==> src/rtl/ir_move_transmitter_pkg.sv <==
// Shared types and protocol constants for the IR move transmitter.
// Unit counts are sized to compare directly against the 3-bit in-state unit counter.
package ir_move_transmitter_pkg;

    localparam int CMD_W = 12;

    typedef enum logic [2:0] {
        IDLE,
        START,
        SPACE,
        MARK,
        GAP
    } state_t;

    typedef logic [2:0] units_t;

    localparam units_t START_UNITS = 3'd4;
    localparam units_t SPACE_UNITS = 3'd1;
    localparam units_t ONE_UNITS   = 3'd2;
    localparam units_t ZERO_UNITS  = 3'd1;

    function automatic units_t mark_units(input logic bit_val);
        return bit_val ? ONE_UNITS : ZERO_UNITS;
    endfunction

endpackage

==> src/rtl/ir_unit_timer.sv <==
// Protocol unit tick generator with synchronous restart.
// With IR_CARRIER_EN defined it also hosts the mark carrier divider.
module ir_unit_timer #(
    parameter int UNIT_CYCLES  = 16200,
    parameter int CARRIER_HALF = 338
) (
    input  logic clock,
    input  logic reset,
    input  logic run,
    input  logic restart,
    output logic unit_tick
`ifdef IR_CARRIER_EN
    ,
    input  logic carrier_restart,
    output logic carrier
`endif
);

    localparam int UW = (UNIT_CYCLES > 1) ? $clog2(UNIT_CYCLES) : 1;
    localparam logic [UW-1:0] UNIT_LAST = UW'(UNIT_CYCLES - 1);

    if (CARRIER_HALF < 1) begin : g_bad_carrier
        $error("CARRIER_HALF must be at least 1");
    end

    logic [UW-1:0] unit_cnt;

    assign unit_tick = run && (unit_cnt == UNIT_LAST);

    always_ff @(posedge clock or posedge reset) begin
        if (reset) begin
            unit_cnt <= '0;
        end else if (restart || unit_tick) begin
            unit_cnt <= '0;
        end else if (run) begin
            unit_cnt <= unit_cnt + UW'(1);
        end
    end

`ifdef IR_CARRIER_EN
    localparam int CW = (CARRIER_HALF > 1) ? $clog2(CARRIER_HALF) : 1;
    localparam logic [CW-1:0] CARRIER_LAST = CW'(CARRIER_HALF - 1);

    logic [CW-1:0] phase_cnt;

    // Each mark begins on the high half of the carrier
    always_ff @(posedge clock or posedge reset) begin
        if (reset) begin
            phase_cnt <= '0;
            carrier   <= 1'b0;
        end else if (carrier_restart) begin
            phase_cnt <= '0;
            carrier   <= 1'b1;
        end else if (phase_cnt == CARRIER_LAST) begin
            phase_cnt <= '0;
            carrier   <= ~carrier;
        end else begin
            phase_cnt <= phase_cnt + CW'(1);
        end
    end
`endif

endmodule

==> src/rtl/ir_move_transmitter.sv <==
// Serialises a 12-bit move command as repeated SIRC-style IR frames, LSB first.
// Optional carrier modulation of marks is enabled with the IR_CARRIER_EN macro.
module ir_move_transmitter
    import ir_move_transmitter_pkg::*;
#(
    parameter int UNIT_CYCLES  = 16200,
    parameter int FRAME_UNITS  = 75,
    parameter int REPEATS      = 3,
    parameter int CARRIER_HALF = 338
) (
    input  logic             clock,
    input  logic             reset,
    input  logic             enable,
    input  logic [CMD_W-1:0] move_command,
    output logic             busy,
    output logic             done,
    output logic             ir_out
);

    localparam int FU_W = $clog2(FRAME_UNITS + 1);
    localparam logic [FU_W-1:0] FRAME_LAST = FU_W'(FRAME_UNITS - 1);
    localparam logic [2:0]      REP_LAST   = 3'(REPEATS - 1);
    localparam logic [3:0]      BIT_LAST   = 4'(CMD_W - 1);

    if (REPEATS < 1 || REPEATS > 7) begin : g_bad_repeats
        $error("REPEATS must be in 1..7");
    end

    state_t            state, state_n;
    logic [CMD_W-1:0]  cmd_q, cmd_n;
    logic [3:0]        bit_idx, bit_n;
    logic [2:0]        rep_cnt, rep_n;
    units_t            state_units, su_n;
    logic [FU_W-1:0]   frame_units, fu_n;
    logic              busy_n, done_n;
    logic              accept, run, unit_tick, mark_on;

    // done blocks acceptance for its own cycle even though the FSM is already IDLE
    assign accept  = (state == IDLE) && enable && !done;
    assign run     = (state != IDLE);
    assign mark_on = (state == START) || (state == MARK);

`ifdef IR_CARRIER_EN
    logic mark_entry, carrier;

    assign mark_entry = (state_n != state) && ((state_n == START) || (state_n == MARK));
    assign ir_out     = mark_on & carrier;

    ir_unit_timer #(
        .UNIT_CYCLES (UNIT_CYCLES),
        .CARRIER_HALF(CARRIER_HALF)
    ) u_timer (
        .clock          (clock),
        .reset          (reset),
        .run            (run),
        .restart        (accept),
        .unit_tick      (unit_tick),
        .carrier_restart(mark_entry),
        .carrier        (carrier)
    );
`else
    assign ir_out = mark_on;

    ir_unit_timer #(
        .UNIT_CYCLES (UNIT_CYCLES),
        .CARRIER_HALF(CARRIER_HALF)
    ) u_timer (
        .clock    (clock),
        .reset    (reset),
        .run      (run),
        .restart  (accept),
        .unit_tick(unit_tick)
    );
`endif

    always_ff @(posedge clock or posedge reset) begin
        if (reset) begin
            state       <= IDLE;
            cmd_q       <= '0;
            bit_idx     <= '0;
            rep_cnt     <= '0;
            state_units <= '0;
            frame_units <= '0;
            busy        <= 1'b0;
            done        <= 1'b0;
        end else begin
            state       <= state_n;
            cmd_q       <= cmd_n;
            bit_idx     <= bit_n;
            rep_cnt     <= rep_n;
            state_units <= su_n;
            frame_units <= fu_n;
            busy        <= busy_n;
            done        <= done_n;
        end
    end

    always_comb begin
        state_n = state;
        cmd_n   = cmd_q;
        bit_n   = bit_idx;
        rep_n   = rep_cnt;
        su_n    = state_units;
        fu_n    = frame_units;
        busy_n  = busy;
        done_n  = 1'b0;

        // The frame counter spans the whole frame, so GAP absorbs whatever the bits left over
        if (unit_tick) begin
            su_n = state_units + 3'd1;
            fu_n = frame_units + FU_W'(1);
        end

        case (state)
            IDLE: begin
                if (accept) begin
                    state_n = START;
                    cmd_n   = move_command;
                    busy_n  = 1'b1;
                    rep_n   = '0;
                    bit_n   = '0;
                    su_n    = '0;
                    fu_n    = '0;
                end
            end
            START: begin
                if (unit_tick && state_units == START_UNITS - 3'd1) begin
                    state_n = SPACE;
                    su_n    = '0;
                    bit_n   = '0;
                end
            end
            SPACE: begin
                if (unit_tick && state_units == SPACE_UNITS - 3'd1) begin
                    state_n = MARK;
                    su_n    = '0;
                end
            end
            MARK: begin
                if (unit_tick && state_units == mark_units(cmd_q[bit_idx]) - 3'd1) begin
                    su_n = '0;
                    if (bit_idx < BIT_LAST) begin
                        bit_n   = bit_idx + 4'd1;
                        state_n = SPACE;
                    end else begin
                        state_n = GAP;
                    end
                end
            end
            GAP: begin
                if (unit_tick && frame_units == FRAME_LAST) begin
                    su_n = '0;
                    fu_n = '0;
                    if (rep_cnt < REP_LAST) begin
                        rep_n   = rep_cnt + 3'd1;
                        state_n = START;
                    end else begin
                        state_n = IDLE;
                        done_n  = 1'b1;
                        busy_n  = 1'b0;
                    end
                end
            end
            default: state_n = IDLE;
        endcase
    end

endmodule
==> config.mk <==
export PLATFORM = sky130hd
export DESIGN_NAME = ir_move_transmitter
export DESIGN_NICKNAME = d
export VERILOG_FILES = /design/src/rtl/ir_move_transmitter_pkg.sv /design/src/rtl/ir_unit_timer.sv /design/src/rtl/ir_move_transmitter.sv
export SDC_FILE = /design/constraint.sdc
export NUM_CORES = 1
export LEC_CHECK = 0
export CAP_MARGIN = 20
export CORE_MARGIN = 4
export CORE_UTILIZATION = 36
export DETAILED_ROUTE_END_ITERATION = 7
export MAX_ROUTING_LAYER = met4
export REMOVE_ABC_BUFFERS = 1
export SYNTH_ARGS = -nofsm -noshare
export SYNTH_HDL_FRONTEND = slang
export SYNTH_SLANG_ARGS = --single-unit
export TNS_END_PERCENT = 30
==> constraint.sdc <==
create_clock -name clock -period 2.9 [get_ports clock]
set_input_delay 0.725 -clock clock [delete_from_list [all_inputs] [get_ports clock]]
set_output_delay 0.725 -clock clock [all_outputs]
set_load 0.01 [all_outputs]
; Yosys cells after proc, flatten, opt, wreduce, memory -nomap -nowiden
; Index checks and enable logic that the tools add are counted.
[op_classes]
addsub = 6
order_cmp = 3
n_eq_ne = 16
n_mux = 40
reduce_logical = 21
[op_table]
columns = cell, n
row1 = $mux W3, 15
row2 = $pmux W3 S5, 2
row3 = $mux W14, 2
row4 = $mux W7, 3
row5 = $mux W4, 4
row6 = $add A14 B1 Y14 const B, 1
row7 = $eq A14 B14 Y1 const B, 1
row8 = $pmux W7 S2, 1
row9 = $pmux W4 S3, 1
row10 = $reduce_and A5 Y1, 2
row11 = $eq A3 B2 Y1 const B, 3
row12 = $mux W1, 8
row13 = $ne A2 B1 Y1 const B, 4
row14 = $ne A2 B2 Y1 const B, 4
row15 = $reduce_and A4 Y1, 2
row16 = $add A7 B1 Y7 const B, 1
row17 = $eq A7 B7 Y1 const B, 1
row18 = $logic_and A1 B1 Y1, 7
row19 = $add A3 B1 Y3 const B, 2
row20 = $logic_not A3 Y1, 2
row21 = $pmux W3 S2, 1
row22 = $reduce_bool A3 Y1, 2
row23 = $lt A4 B5 Y1 const B, 1
row24 = $add A4 B1 Y4 const B, 1
row25 = 13 further kinds, 15
[totals]
ff_bits = 48
input_bits = 15
output_inout_bits = 3
elab_cells = 95

; Depth between registers and ports, before layout
[logic_depth]
depth_word = 8
ltp_mapped = 8
depth_no_buf = 8

; By module
; A second synthesis with hierarchy kept.
[hier_totals]
hier_cells = 266
hier_area_um2 = 2551.2
[by_module_without_submodules]
columns = module, n_inst, cells_each, area_per_inst_um2, seq_area_each_um2
row1 = ir_move_transmitter, 1, 194, 1840.5, 850.8
row2 = ir_unit_timer, 1, 72, 710.7, 350.3

; Least setup slack after synthesis
; No wires, ideal clock.
[synth_timing]
path_kind = register to register
startpoint = reg u_timer.unit_cnt[4]
endpoint = reg bit_idx[3]
setup_time_ps = 82
arrival_time_ps = 2507
t_required_ps = 2818
setup_slack_ps = 311
path_stages_with_launch = 7
path_buffers = 1
period_less_slack_ps = 2589
path_cell_list = dfrtp_1 > or4b_1 > or4_1 > or4_1 > buf_2 > or4_1 > a22oi_2
[synth_between]
elab_chain_cells = 5
word_cells_on_any_way = 7
cone_classes = eq/ne: 3 / reduce/logical: 4
[synth_rtl]
columns = item, line
row1 = start: declaration, ir_unit_timer.sv:26  ; logic [UW-1:0] unit_cnt;
row2 = start signal: assignment, ir_unit_timer.sv:36  ; unit_cnt <= unit_cnt + UW'(1);
row3 = $eq A14 B14 Y1 (*), ir_unit_timer.sv:28  ; assign unit_tick = run && (unit_cnt == UNIT_LAST);
row4 = $logic_and A1 B1 Y1 (*), ir_unit_timer.sv:28
row5 = $logic_and A1 B1 Y1 (on tied branches), "ir_move_transmitter.sv:140, ir_move_transmitter.sv:127"
row6 = $ne A2 B1 Y1 (no source line), n/a
row7 = $reduce_and A5 Y1 (no source line) (*), n/a
row8 = end signal: assignment, ir_move_transmitter.sv:89  ; bit_idx <= bit_n;
row9 = end: declaration, ir_move_transmitter.sv:31  ; logic [3:0] bit_idx, bit_n;
; Every way passes the cells marked *; elsewhere a longest branch is shown, timed or not.
; A chain may end at the register's enable or synchronous reset.

; Worst setup path in the final report
[layout_timing]
startpoint = reg u_timer.unit_cnt[1]
endpoint = reg bit_idx[3]
; Same word-level chain as after synthesis.

==> metrics.md <==
| Metric | Value |
|---|---|
| R2R cell count | 6 |
| Setup bufs post-CTS | 0 |
| CORE AREA | 6830 um^2 |
| Starting Density | 37.3% |
| Via count | 1,930 |
| HPWL Detailed | 3490 um |
| Final setup violation count | 0 |
| Max clock buf depth | 2 |
| Number of placement rows | 30 |
| Seq/Total Area, Yosys | 47.2% |
| DP Worst Slack | 181 ps |
| Reg-to-reg endpoint | bit_idx[3] |
| Setup ws final | 256 ps |
| Top-count cell post-synth | dfrtp_1 |
| I/O pins | 18 |
| Global-route wire length before repair | 8760 um |
| Tmin final | 2640 ps |
| Hold path startpoint | rep_cnt[0] |
| Worst VDD drop | 320 uV |
| Top post-synthesis cells by count | dfrtp_1 (48), nand2_1 (28), nor2_1 (23), mux2_2 (12) |
| Post-Route Skew | 17.5 ps |
| Avg Cell Area, Syn | 10.1 um^2 |
| Post-synth top flop | dfrtp_1 |
| CP endpoint kind | flip-flop |
| Die width | 92.1 um |
| Initial antenna violation count | 0 |
| Count of cell types in the netlist | 53 |
| Drt wl/cell | 13.2 um |
| Setup TNS | 0 ps |
| # nets final | 300 |
| GPL Wtd Cong | 0.769 |
| Hold_buf cts | 0 |
| Die Ht | 92.1 um |
| RSZ-0062 raised after global routing | false |
| Leakage power | 1.22 nW |
| Area leader, netlist | dfrtp_1 |
| Crit-path max FO | 9 |
| Max-slew violation count | 0 |
| Final worst path period share | 91.2% |
| Layout fillers | 694 |
| Post-route cell area | 2960 um^2 |
| Pwr dens | 598 nW/um^2 |
| Max Fclk | 378 MHz |
| Asr flop ratio synth | 100% |
| Initial drt markers | 81 |
| Vias in the first global route | 1,882 |
| Hold WC Path Type | reg2reg |
| Max_slew headroom | 37.9% |
| Critical path data required time | 3120 ps |
| Routed Antenna Nets | 0 |
| Clock Tree Root | clkbuf_8 |
| # port buffers | 17 |
| Post-DP Area | 2880 um^2 |
| Post-synthesis instance total | 252 |
| Tightest Pin Transition | 924 ps |
| Post-cts resize count | 0 |
| Count of flip-flops with a built-in enable after synthesis | 0 |
| Synth top area cells | dfrtp_1 (47%), mux2_2 (5.3%), nand2_1 (4.1%) |
| Num CTS Buffers | 5 |
| Synthesized flop and latch total | 48 |
| Total GRT Usage | 13.0% |
| CTS clk-pin slew, worst paths | 90 ps |
| Fraction of layout cells with a size suffix above 1 | 11.9% |
| CP Class | reg2reg |
| Top-area cell type share of the netlist area | 47.2% |
| Reg2Reg Setup Slack | 260 ps |
| Hold endpoint | rep_cnt[0] |
| ANT cells | 0 |
| Pin count of the biggest net entering global routing | 49 |
| TritonCTS clock tree | built |
| Startpoint types | flip-flop |
| Reg2reg start | u_timer.unit_cnt[1] |
| Clock Sinks | 48 |
| YS warnings | 0 |
| Vias/cell | 5.17 |
| H-tree Lvls | 2 |
| # DRC | 0 |
| Die Area | 8490 um^2 |
| CP Data Arrival Time | 2860 ps |
| Hold depth | 1 |
| Drt pass-1 iters | 4 |
| Power Total | 1.77 mW |
| Max_cap viols | 0 |
| Worst skew pair latency | 300 ps |
| P&R area growth vs syn | 16.2% |
| Final hold violation count | 0 |
| Outcome | complete, no violations |
| Synth Cell Area | 2550 um^2 |
| Remaining Overflow, GRT | 0 |
| Routed WL | 4930 um |
[cell families after synthesis]
logic type | share of synthesized area [%]
flops | 47.2
buf+inv | 2.70
fa+ha+maj | 3.93
compound gates | 11.5
simple gates | 20.2
xor+xnor | 5.84
mux | 8.64
[flip-flops by register name (all words and copies together) (netlist names)]
signal	cells
done	1
rep_cnt	3
bit_idx	4
busy	1
state_units	3
cmd_q	12
u_timer.unit_cnt	14
state	3
frame_units	7
[metrics by stage]
stage,hold slack (ps),util (%),instances
finish,493,43.3,373
global route,514,43.3,373
CTS,497,43.3,373
detailed placement,479,42.1,366
global placement,480,42.1,366
floorplan,448,-,243
[layer usage]
metal | vias up | wire length [um] | track usage [%]
met5 | - | 0 | -
met4 | 0 | 70 | 4.46
met3 | 7 | 153 | 2.54
met2 | 27 | 2190 | 19.3
met1 | 941 | 2510 | 17.7
li1 | 955 | - | -
[layout make-up]
cell class	instances	area (um^2)	share of cell area, %
repair buffers	27	245	8.29
inverters	9	33.8	1.14
clock buffers	6	72.6	2.45
multi-input cells	186	1280	43.3
flip-flops and latches	48	1200	40.6
well taps	96	120	4.06
clock inverters	1	5.00	0.169
[placed cells by master, fill, tap and decap left out, types with 3 or more instances in the layout]
cell type / synthesis / layout
nand2b_1: 3 / 3
o211ai_1: 3 / 3
xnor2_1: 6 / 6
buf_4: 0 / 10
a31oi_1: 3 / 3
nor3b_1: 3 / 3
xor2_1: 11 / 11
mux2i_1: 4 / 4
mux2_2: 12 / 12
nand2_1: 28 / 28
nor4_1: 4 / 4
o21ai_0: 9 / 9
nand4_1: 5 / 5
clkdlybuf4s50_1: 0 / 17
a21oi_1: 6 / 6
nor2_1: 23 / 23
nor3_1: 4 / 4
nand3_1: 11 / 11
or4_1: 5 / 4
dfrtp_1: 48 / 48
inv_1: 9 / 8
clkbuf_8: 0 / 5
ha_1: 8 / 8
[critical path, cell delays in order, from the launching register on]
cell and delay [ps]:
dfrtp_1 460, ha_1 270, nand4b_1 110, or4_1 540, or4_4 490, or4_1 560
a22oi_2 120
[how the worst max path moves through the flow]
stage                         from          to
2_1_floorplan  u_timer.unit_cnt[4]  bit_idx[3]
3_3_place_gp   u_timer.unit_cnt[4]  bit_idx[3]
3_5_place_dp   u_timer.unit_cnt[4]  bit_idx[3]
4_1_cts        u_timer.unit_cnt[0]  bit_idx[3]
5_1_grt        u_timer.unit_cnt[0]  bit_idx[3]
6_report       u_timer.unit_cnt[1]  bit_idx[3]
[power breakdown]
part           internal (mW)  total, mW  switching (mW)
logic                  0.250      0.522           0.271
clock network          0.165      0.381           0.216
registers              0.786      0.866          0.0797
(Power assumes the default switching activity.)
